$ cat config.mk
export PLATFORM = sky130hd
export DESIGN_NAME = bit_entry_sequencer
export DESIGN_NICKNAME = d
export VERILOG_FILES = /design/src/rtl/bit_entry_sequencer.sv
export SDC_FILE = /design/constraint.sdc
export NUM_CORES = 1
export LEC_CHECK = 0
export CORE_UTILIZATION = 35
export CTS_CLUSTER_DIAMETER = 120
export DETAILED_ROUTE_END_ITERATION = 12
export GPL_TIMING_DRIVEN = 0
export PLACE_DENSITY = 0.71
export SYNTH_ARGS = -nofsm -noshare
export SYNTH_HDL_FRONTEND = slang
export SYNTH_SLANG_ARGS = --single-unit
$ cat constraint.sdc
create_clock -name clock -period 1.6 [get_ports clock]
set_input_delay 0.16 -clock clock [delete_from_list [all_inputs] [get_ports clock]]
set_output_delay 0.16 -clock clock [all_outputs]
set_load 0.005 [all_outputs]
$ cat src/rtl/bit_entry_sequencer.sv
// Button-entry transmitter: replays an accepted word MSB-first as timed
// enter0/enter1 pulses followed by confirm, or a clear pulse on abort.
module bit_entry_sequencer #(
  parameter int WIDTH        = 8,
  parameter int PULSE_CYCLES = 4,
  parameter int GAP_CYCLES   = 4
) (
  input  logic                       clock,
  input  logic                       reset,
  input  logic [WIDTH-1:0]           data_in,
  input  logic [$clog2(WIDTH+1)-1:0] bit_count,
  input  logic                       data_valid,
  output logic                       data_ready,
  input  logic                       abort,
  output logic                       enter0,
  output logic                       enter1,
  output logic                       confirm,
  output logic                       clear,
  output logic                       busy
);

  localparam int BCW  = $clog2(WIDTH + 1);
  localparam int MAXC = (PULSE_CYCLES > GAP_CYCLES) ? PULSE_CYCLES : GAP_CYCLES;
  localparam int CW   = $clog2(MAXC + 1);

  localparam logic [CW-1:0]  P_LAST  = CW'(PULSE_CYCLES - 1);
  localparam logic [CW-1:0]  G_LAST  = CW'(GAP_CYCLES - 1);
  localparam logic [BCW-1:0] BC_FULL = BCW'(WIDTH);
  localparam logic [BCW-1:0] BC_ONE  = BCW'(1);

  typedef enum logic [2:0] {
    IDLE,
    BIT_PULSE,
    BIT_GAP,
    CONF_PULSE,
    CONF_GAP,
    CLR_PULSE,
    CLR_GAP
  } state_t;

  state_t           state, state_nx;
  logic [CW-1:0]    cnt, cnt_nx;
  logic [WIDTH-1:0] shreg, shreg_nx;
  logic [BCW-1:0]   bits_left, bits_left_nx;
  logic             enter0_nx, enter1_nx, confirm_nx, clear_nx;

  // A zero or oversized request means a full-width word.
  function automatic logic [BCW-1:0] norm_count(input logic [BCW-1:0] n);
    logic [BCW-1:0] r;
    if ((n == '0) || (n > BC_FULL)) r = BC_FULL;
    else                            r = n;
    return r;
  endfunction

  always_comb begin
    state_nx     = state;
    cnt_nx       = cnt;
    shreg_nx     = shreg;
    bits_left_nx = bits_left;

    case (state)
      IDLE: begin
        if (abort) begin
          state_nx     = CLR_PULSE;
          cnt_nx       = '0;
          shreg_nx     = '0;
          bits_left_nx = '0;
        end else if (data_valid) begin
          state_nx     = BIT_PULSE;
          cnt_nx       = '0;
          shreg_nx     = data_in;
          bits_left_nx = norm_count(bit_count);
        end
      end

      BIT_PULSE: begin
        if (cnt == P_LAST) begin
          state_nx = BIT_GAP;
          cnt_nx   = '0;
        end else begin
          cnt_nx = cnt + 1'b1;
        end
      end

      BIT_GAP: begin
        if (cnt == G_LAST) begin
          cnt_nx   = '0;
          shreg_nx = shreg << 1;
          // The counter saturates at zero rather than wrapping.
          if (bits_left > BC_ONE) begin
            bits_left_nx = bits_left - 1'b1;
            state_nx     = BIT_PULSE;
          end else begin
            bits_left_nx = '0;
            state_nx     = CONF_PULSE;
          end
        end else begin
          cnt_nx = cnt + 1'b1;
        end
      end

      CONF_PULSE: begin
        if (cnt == P_LAST) begin
          state_nx = CONF_GAP;
          cnt_nx   = '0;
        end else begin
          cnt_nx = cnt + 1'b1;
        end
      end

      CONF_GAP: begin
        if (cnt == G_LAST) begin
          state_nx = IDLE;
          cnt_nx   = '0;
        end else begin
          cnt_nx = cnt + 1'b1;
        end
      end

      CLR_PULSE: begin
        if (cnt == P_LAST) begin
          state_nx = CLR_GAP;
          cnt_nx   = '0;
        end else begin
          cnt_nx = cnt + 1'b1;
        end
      end

      CLR_GAP: begin
        if (cnt == G_LAST) begin
          state_nx = IDLE;
          cnt_nx   = '0;
        end else begin
          cnt_nx = cnt + 1'b1;
        end
      end

      default: begin
        state_nx     = IDLE;
        cnt_nx       = '0;
        shreg_nx     = '0;
        bits_left_nx = '0;
      end
    endcase

    // Abort discards the word from any active state; clear states run to completion.
    if (abort && ((state == BIT_PULSE) || (state == BIT_GAP) ||
                  (state == CONF_PULSE) || (state == CONF_GAP))) begin
      state_nx     = CLR_PULSE;
      cnt_nx       = '0;
      shreg_nx     = '0;
      bits_left_nx = '0;
    end

    // Pulse outputs are decoded from the next state so they register in step with it.
    enter1_nx  = (state_nx == BIT_PULSE) &&  shreg_nx[WIDTH-1];
    enter0_nx  = (state_nx == BIT_PULSE) && !shreg_nx[WIDTH-1];
    confirm_nx = (state_nx == CONF_PULSE);
    clear_nx   = (state_nx == CLR_PULSE);
  end

  always_ff @(posedge clock) begin
    if (reset) begin
      state     <= IDLE;
      cnt       <= '0;
      shreg     <= '0;
      bits_left <= '0;
      enter0    <= 1'b0;
      enter1    <= 1'b0;
      confirm   <= 1'b0;
      clear     <= 1'b0;
    end else begin
      state     <= state_nx;
      cnt       <= cnt_nx;
      shreg     <= shreg_nx;
      bits_left <= bits_left_nx;
      enter0    <= enter0_nx;
      enter1    <= enter1_nx;
      confirm   <= confirm_nx;
      clear     <= clear_nx;
    end
  end

  assign data_ready = (state == IDLE);
  assign busy       = !data_ready;

endmodule

==> impl_metrics.tcl <==
set metrics [dict create \
    clock_path_buffers 2 \
    startpoint_type "flip-flop" \
    first_pass_iters 6 \
    dp_hpwl_um 1960 \
    setup_tns_ps -820 \
    cts_sinks 22 \
    drtIter0Drc 58 \
    synthFlopType "dfxtp_1" \
    port-buffer-count 21 \
    synth_seq_cells 22 \
    nets 193 \
    fmax_ghz 0.579 \
    timing_hold_violations_final 0 \
    min_from "data_in[0]" \
    avgViaCountPerCell 5.31 \
    rows 20 \
    numCtsBuffers 3 \
    drc 0 \
    syn_to_final_growth_pct 51.8 \
    cts_tree "done" \
    start_util 0.374 \
    power.density_nw_per_um2 831 \
    crit_arrival_ps 1930 \
    p_leak_nw 0.625 \
    path_clk_slew_ps 130 \
    r2r-end "clear" \
    grt_max_degree 14 \
    wl_per_cell_um 14.6 \
    outcome "finished with violations" \
    critPathRequiredTime_ps 1810 \
    whs_path_depth 3 \
    vias 1153 \
    postCtsHoldBufs 0 \
    crit_fanout 6 \
    io_pins 22 \
    syn_nets 154 \
    gp_congestion 0.911 \
    cap_violations 0 \
    fillCellCount 279 \
    min_path_type "in2reg" \
    slew_headroom 0.733 \
    yosysSeqAreaShare 0.380 \
    r2r_slack_ps -130 \
    synth.avg_cell_area_sq_um 8.59 \
    synth_edf_count 0 \
    holdPathEnd "shreg[0]" \
    setup_viol_count_final 12 \
    ir_drop_v 0.000364 \
    grt_antenna_before_repair 0 \
    grt_pass1_wl_um 4380 \
    clk_latency_ps 320 \
    rsz0062_at_grt "yes" \
    drtAntennaViolNets 0 \
    maxSlewViolCount 0 \
    reg2reg_depth 7 \
    die_y_um 59.6 \
    violations "setup timing" \
    yosys_warnings 0 \
    worst_setup_path_end_kind "flip-flop" \
    grt_pass1_vias 985 \
    htreeDepth 1 \
    worstMarginPinSlew_ps 398 \
    post-route-util 0.567 \
    min_period_ps 1730 \
    grtUsageTotal 0.167 \
    clock_skew_ps 15.0 \
    synthDistinctLibCells 45 \
    clock-root-buffer "clkbuf_4" \
    die_w_um 59.6 \
    setup_slack_ps -126 \
    diodes 0 \
    core_sq_um 3100 \
    async_flop_share 0 \
    r2r-start "state[2]" \
    drt-total-wl_um 3170 \
    drive_gt1_frac 0.376 \
    syn_inst 135 \
    critical_path_class "reg2reg" \
    overflow 0 \
    dieArea_sq_um 3550 \
    syn_area_sq_um 1160 \
    post-route-period-util 1.08 \
]
## layer usage
| layer | up-vias | share of wire | track usage |
|---|---|---|---|
| met2 | 31 | 0.49 | 0.270 |
| li1 | 580 | - | - |
| met3 | 8 | 0.041 | 0.0480 |
| met1 | 534 | 0.45 | 0.209 |
| met5 | - | 0 | 0 |
| met4 | 0 | 0.020 | 0.0698 |
## placed cells by master, fill, tap and decap left out, drive strengths merged, types with 2 or more instances in the layout
cell / Yosys / final
nor2: 24 / 24
dfxtp: 22 / 22
clkdlybuf4s50: 0 / 19
buf: 4 / 18
o21ai: 11 / 11
a21oi: 8 / 8
clkbuf: 5 / 8
a222oi: 6 / 6
nor3: 6 / 6
inv: 5 / 5
nand2: 4 / 4
a211oi: 4 / 4
nand2b: 3 / 3
nand3: 3 / 3
ha: 3 / 3
and3: 2 / 2
o21a: 2 / 2
a21o: 2 / 2
o41ai: 2 / 2
## cell type report
class                      count  area [sq um]  area share
buffer                         7          66.3      0.0377
clock buffer                   3          22.5      0.0128
clock inverter                 1          30.0      0.0171
inverter                       5          18.8      0.0107
multi-input combinational     99           786       0.446
sequential                    22           457       0.259
tap                           44          55.1      0.0313
timing repair buffer          36           325       0.185
## stage by stage
step,worst slack (ps),area [sq um],hold WS (ps),std cells,total power [W]
floorplan,-24.6,1160,232,135,0.000802
global placement,-414,1430,443,200,0.000904
detailed placement,-516,1430,467,200,0.000912
CTS,-159,1590,466,210,0.00138
global route,-193,1760,461,217,0.00153
finish,-126,1760,461,217,0.00146
## worst max-delay path, cell delays in order (launching register included)
cell and delay [ps]:
dfxtp_4 390, or4_4 560, nor2_4 140, buf_6 120, o41ai_4 70, o211ai_1 150, buf_4 160, nor2_1 30
## kinds of logic after synthesis
group,Yosys count,synth area share
and+or+nand+nor,51,0.227
DFF,22,0.380
adders and majority gates,3,0.0324
AOI/OAI and AO/OA,45,0.298
buffers and inverters,14,0.0636
## cells in the mapped netlist (2+ instances only)
cell type | number | share of area
a222oi_1 | 6 | 0.052
ha_1 | 3 | 0.032
buf_2 | 2 | 0.0086
nor3_1 | 6 | 0.026
o21ai_0 | 9 | 0.039
nand2b_1 | 3 | 0.016
nor2_1 | 23 | 0.074
a211oi_2 | 2 | 0.022
dfxtp_1 | 22 | 0.38
inv_1 | 5 | 0.016
o21a_1 | 2 | 0.013
and3_1 | 2 | 0.011
a211oi_1 | 2 | 0.013
a21oi_1 | 7 | 0.030
nand2_1 | 4 | 0.013
o21ai_1 | 2 | 0.0086
nand3_1 | 3 | 0.013
clkbuf_1 | 5 | 0.016
## repair_timing
item,CTS,global route
pin swaps,6,15
endpoints found under the setup margin,20,22
buffers inserted,7,8
resized for setup,22,35
## sequential cells by signal (all words and copies together), names as in the netlist
name and flops:
cnt 3, enter1 1, state 3, enter0 1, shreg 8, confirm 1, clear 1, bits_left 4
## power by group
part | switching (W) | internal, W
clock network | 0.000177 | 0.000254
registers | 0.0000213 | 0.000576
logic | 0.000209 | 0.000225
## how the worst max path moves through the flow
| stage | from | to | slack, ps | cells past startpoint |
|---|---|---|---|---|
| detailed placement | abort | enter1 | -520 | 7 |
| finish | state[2] | clear | -130 | 7 |
| CTS | cnt[0] | enter1 | -160 | 6 |
| floorplan | bits_left[0] | bits_left[2] | -20 | 7 |
| global route | cnt[0] | shreg[6] | -190 | 7 |
| global placement | abort | enter1 | -410 | 7 |
Note: power is estimated with default switching activity, not from simulation.
==> edit 1, RTL diff (same settings) <==
Change the parameter `GAP_CYCLES` from 4 to 8.
--- a/src/rtl/bit_entry_sequencer.sv
+++ b/src/rtl/bit_entry_sequencer.sv
@@ -3,7 +3,7 @@
 module bit_entry_sequencer #(
   parameter int WIDTH        = 8,
   parameter int PULSE_CYCLES = 4,
-  parameter int GAP_CYCLES   = 4
+  parameter int GAP_CYCLES   = 8
 ) (
   input  logic                       clock,
   input  logic                       reset,
Function: changed (a bounded check fails within 10 cycles, from zero or initial values and one cycle with reset high).
==> edit 1 against the unedited design <==
  * The flow still finishes with violations (setup timing)
  * Worst setup slack gained 0.0042 ns
  * Power shrank 9.0%
  * Utilization shrank 0.54 points
  * Critical path depth did not move
  * Final area increased by 9.9%
  * Area after synthesis rose by 12%
  * Clock power shrank 14%
  * Sequential cell count increased by 1
  * Wire length grew 6.4%
==> edit 1: results (changes against the unedited design) <==
Timing
The final worst slack is -0.1217 ns (was -0.1259 ns). The setup skew after layout is 0.008363 ns (was 0.01498 ns). The final setup violation count is 13 (was 12).

Layout
The final cell utilization of the core is 56.20% (was 56.73%). The area of all placed cells without fillers is 1934 um^2 (was 1760 um^2). The final non-filler cell total is 239 (was 217). The fraction of layout cells with a size suffix above 1 is 33.16% (was 37.57%). The number of nets at the end of the flow was 213 (was 193).

Drt
The post-route met1 wirelength is 1502 um (was 1417 um). The initial detailed-routing violation count is 148 (was 58). The length of routed met3 wiring was 117 um (was 129 um). The routed via count was 1287 (was 1153). The total length of routed met2 wires is 1679 um (was 1563 um). The detailed-routing iteration count for the pre-antenna-repair pass is 5 (was 6).

Placed design
The instance area after placement is 1587 um^2 (was 1429 um^2). The global placer's final weighted congestion is 0.8582 (was 0.9109).

Clock tree
The number of instances resized during post-cts repair is 34 (was 22). The clock-pin slew reported for the worst setup and hold paths after clock tree synthesis is 0.09 ns (was 0.13 ns). The clock insertion delay at the later pin of the skew report came to 0.27 ns (was 0.32 ns).

Power and ir drop
The clock network power consumption is 0.370 mW (was 0.430 mW). The maximum VDD drop came to 0.3715 mV (was 0.3641 mV). The power in combinational cells is 0.345 mW (was 0.434 mW).

The internal power summed over all cells is 0.9512 mW (was 1.055 mW).

Synthesis
The sequential element share of the synthesized area was 35.59% (was 37.97%). The area share of fa/ha/maj cells after synthesis is 2.901% (was 3.236%). The synthesized instance count came to 151 (was 135).

Status
Violations in the final reports: setup timing (unchanged). Outcome: complete, but fails checks (unchanged).

Setup path
The maximum fanout along the worst path is 8 (was 6). The terminus of the critical flop-to-flop path is shreg[2]$_SDFFE_PP0P_ (was clear$_SDFF_PP0_).

Global routing
The global-route usage over all layers is 17.36% (was 16.74%). The first-pass GRT wire length is 5513 um (was 4381 um). The routing usage on met2 was 29.62% (was 26.97%).

Hold path
The hold path endpoint was shreg[6]$_SDFFE_PP0P_ (was shreg[0]$_SDFFE_PP0P_). The start point of the worst min-delay path is shreg[6]$_SDFFE_PP0P_ (was data_in[0]).
## edit 1: changes by cell type after synthesis, moves of 3 or more
cell / change
sky130_fd_sc_hd__a21oi_1: +3
sky130_fd_sc_hd__clkbuf_1: -4
sky130_fd_sc_hd__nand2_1: +5
sky130_fd_sc_hd__nand3_1: -3
sky130_fd_sc_hd__nor2b_1: +6
## edit 1: per-stage QoR
| stage | hold WS [ns] | worst slack, ns |
|---|---|---|
| 3_5_place_dp | 0.4511 | -0.6243 |
| 3_3_place_gp | 0.4398 | -0.6149 |
| 6_report | 0.4661 | -0.1217 |
| 2_1_floorplan | 0.2324 | -0.03838 |
| 5_1_grt | 0.4898 | -0.2209 |
| 4_1_cts | 0.4627 | -0.1688 |
## edit 1: cell families (layout without fill, tap and decap cells)
kind of cell             Yosys count  count (layout)
AO/OA/AOI/OAI                     46              46
XOR/XNOR                           3               3
AND/OR/NAND/NOR                   61              61
flip-flops                        23              23
adder cells (fa/ha/maj)            3               3
multiplexers                       2               2
buffers and inverters             13              55
==> edit 2, RTL diff (same flow settings) <==
Made on the original files. Take the reset off `shreg` and load it in a clocked block of its own.
--- a/src/rtl/bit_entry_sequencer.sv
+++ b/src/rtl/bit_entry_sequencer.sv
@@ -163,7 +163,6 @@
     if (reset) begin
       state     <= IDLE;
       cnt       <= '0;
-      shreg     <= '0;
       bits_left <= '0;
       enter0    <= 1'b0;
       enter1    <= 1'b0;
@@ -172,7 +171,6 @@
     end else begin
       state     <= state_nx;
       cnt       <= cnt_nx;
-      shreg     <= shreg_nx;
       bits_left <= bits_left_nx;
       enter0    <= enter0_nx;
       enter1    <= enter1_nx;
@@ -181,6 +179,10 @@
     end
   end
 
+  always_ff @(posedge clock) begin
+    shreg <= shreg_nx;
+  end
+
   assign data_ready = (state == IDLE);
   assign busy       = !data_ready;
 
Function: same outputs for any inputs over 10 cycles, from zero or initial values and one cycle with reset high; that may be too few to reach the edited logic, so the function may still have changed.
==> edit 2 against the unedited design <==
  * The run still ends with setup timing left
  * Sequential cell count unchanged
  * Area after synthesis rose by 3.1%
  * Via count is 9.1% higher
  * Count of clock-buffer cells in the layout unchanged
  * Wire length is 7.7% higher
  * Clock power about the same
  * Combinational power fell by 4%
  * Global-route usage up 1.0 points
  * Final area grew 4.2%
  * Worst setup slack improved by 0.034 ns
  * Power shrank 0.54%
==> edit 2: results (changes against the unedited design) <==
Hold path
The hold path endpoint is shreg[3]$_SDFFE_PP0P_ (was shreg[0]$_SDFFE_PP0P_). The start point of the worst min-delay path is data_in[3] (was data_in[0]).

Global routing
The via count of the first global-routing pass is 1168 (was 985). The global-route usage over all layers came to 17.79% (was 16.74%).

Timing
The worst hold margin came to 0.4747 ns (was 0.4614 ns). The final worst slack is -0.09159 ns (was -0.1259 ns). The final setup violation count was 10 (was 12).

Setup path
The terminus of the critical flop-to-flop path was enter1$_SDFF_PP0_ (was clear$_SDFF_PP0_). The maximum cell stage delay along the critical path is 0.38 ns (was 0.56 ns).

Drt
The initial detailed-routing violation count is 31 (was 58). The detailed-route wire length per cell came to 14.91 um (was 14.62 um).

Layout
The multi-input logic area is 862.1 um^2 (was 785.8 um^2). The final non-filler cell total is 229 (was 217). The number of nets at the end of the flow came to 205 (was 193).

Power and ir drop
The maximum VDD drop is 0.3330 mV (was 0.3641 mV).

Synthesis
Ranking of synthesized cells by instance count: 27 x sky130_fd_sc_hd__nor2_1, 22 x sky130_fd_sc_hd__dfxtp_1, 9 x sky130_fd_sc_hd__o21ai_0 (was 23 x sky130_fd_sc_hd__nor2_1, 22 x sky130_fd_sc_hd__dfxtp_1, 9 x sky130_fd_sc_hd__o21ai_0, 7 x sky130_fd_sc_hd__a21oi_1). The area share of fa/ha/maj cells after synthesis is 3.138% (was 3.236%). The share of the synthesized area in compound gates (AO/OA/AOI/OAI) came to 27.41% (was 29.77%). The unique cell type count in the Yosys netlist is 42 (was 45). The average size of a mapped cell is 7.974 um^2 (was 8.592 um^2). The synthesized netlist net count was 169 (was 154).

Placed design
The worst-case setup slack after placement is -0.4524 ns (was -0.5159 ns). The global placer's final weighted congestion is 0.8171 (was 0.9109). The instance area after placement was 1509 um^2 (was 1429 um^2).

Status
Outcome: complete, but fails checks (unchanged). Violations in the final reports: setup timing (unchanged).
edit 2: area by class of cell:
class	instances	area share (%)
Sequential cell	22	24.42
Clock buffer	3	1.228
Clock inverter	1	1.637
Multi-Input combinational cell	111	47.00
Tap cell	44	3.001
Inverter	6	1.364
Timing Repair Buffer	34	17.46
Buffer	8	3.888
edit 2: power breakdown:
group	internal, mW	switching (mW)
sequential	0.583	0.0256
clock	0.253	0.178
combinational	0.215	0.200
edit 2: metal layers:
metal,GRT usage [%],vias to the layer above,part of all wire [%]
met5,0,-,0
met4,7.792,0,1.3
met3,2.985,7,4.9
met2,31.71,39,52
met1,20.92,598,42
li1,-,614,-
edit 2: repair_timing:
| action | in CTS | in global routing |
|---|---|---|
| gates resized for setup | 34 | 33 |
| gates cloned | 1 | 0 |
| pin swaps | 10 | 17 |
| setup buffers | 6 | 6 |
| setup endpoints to repair | 23 | 18 |
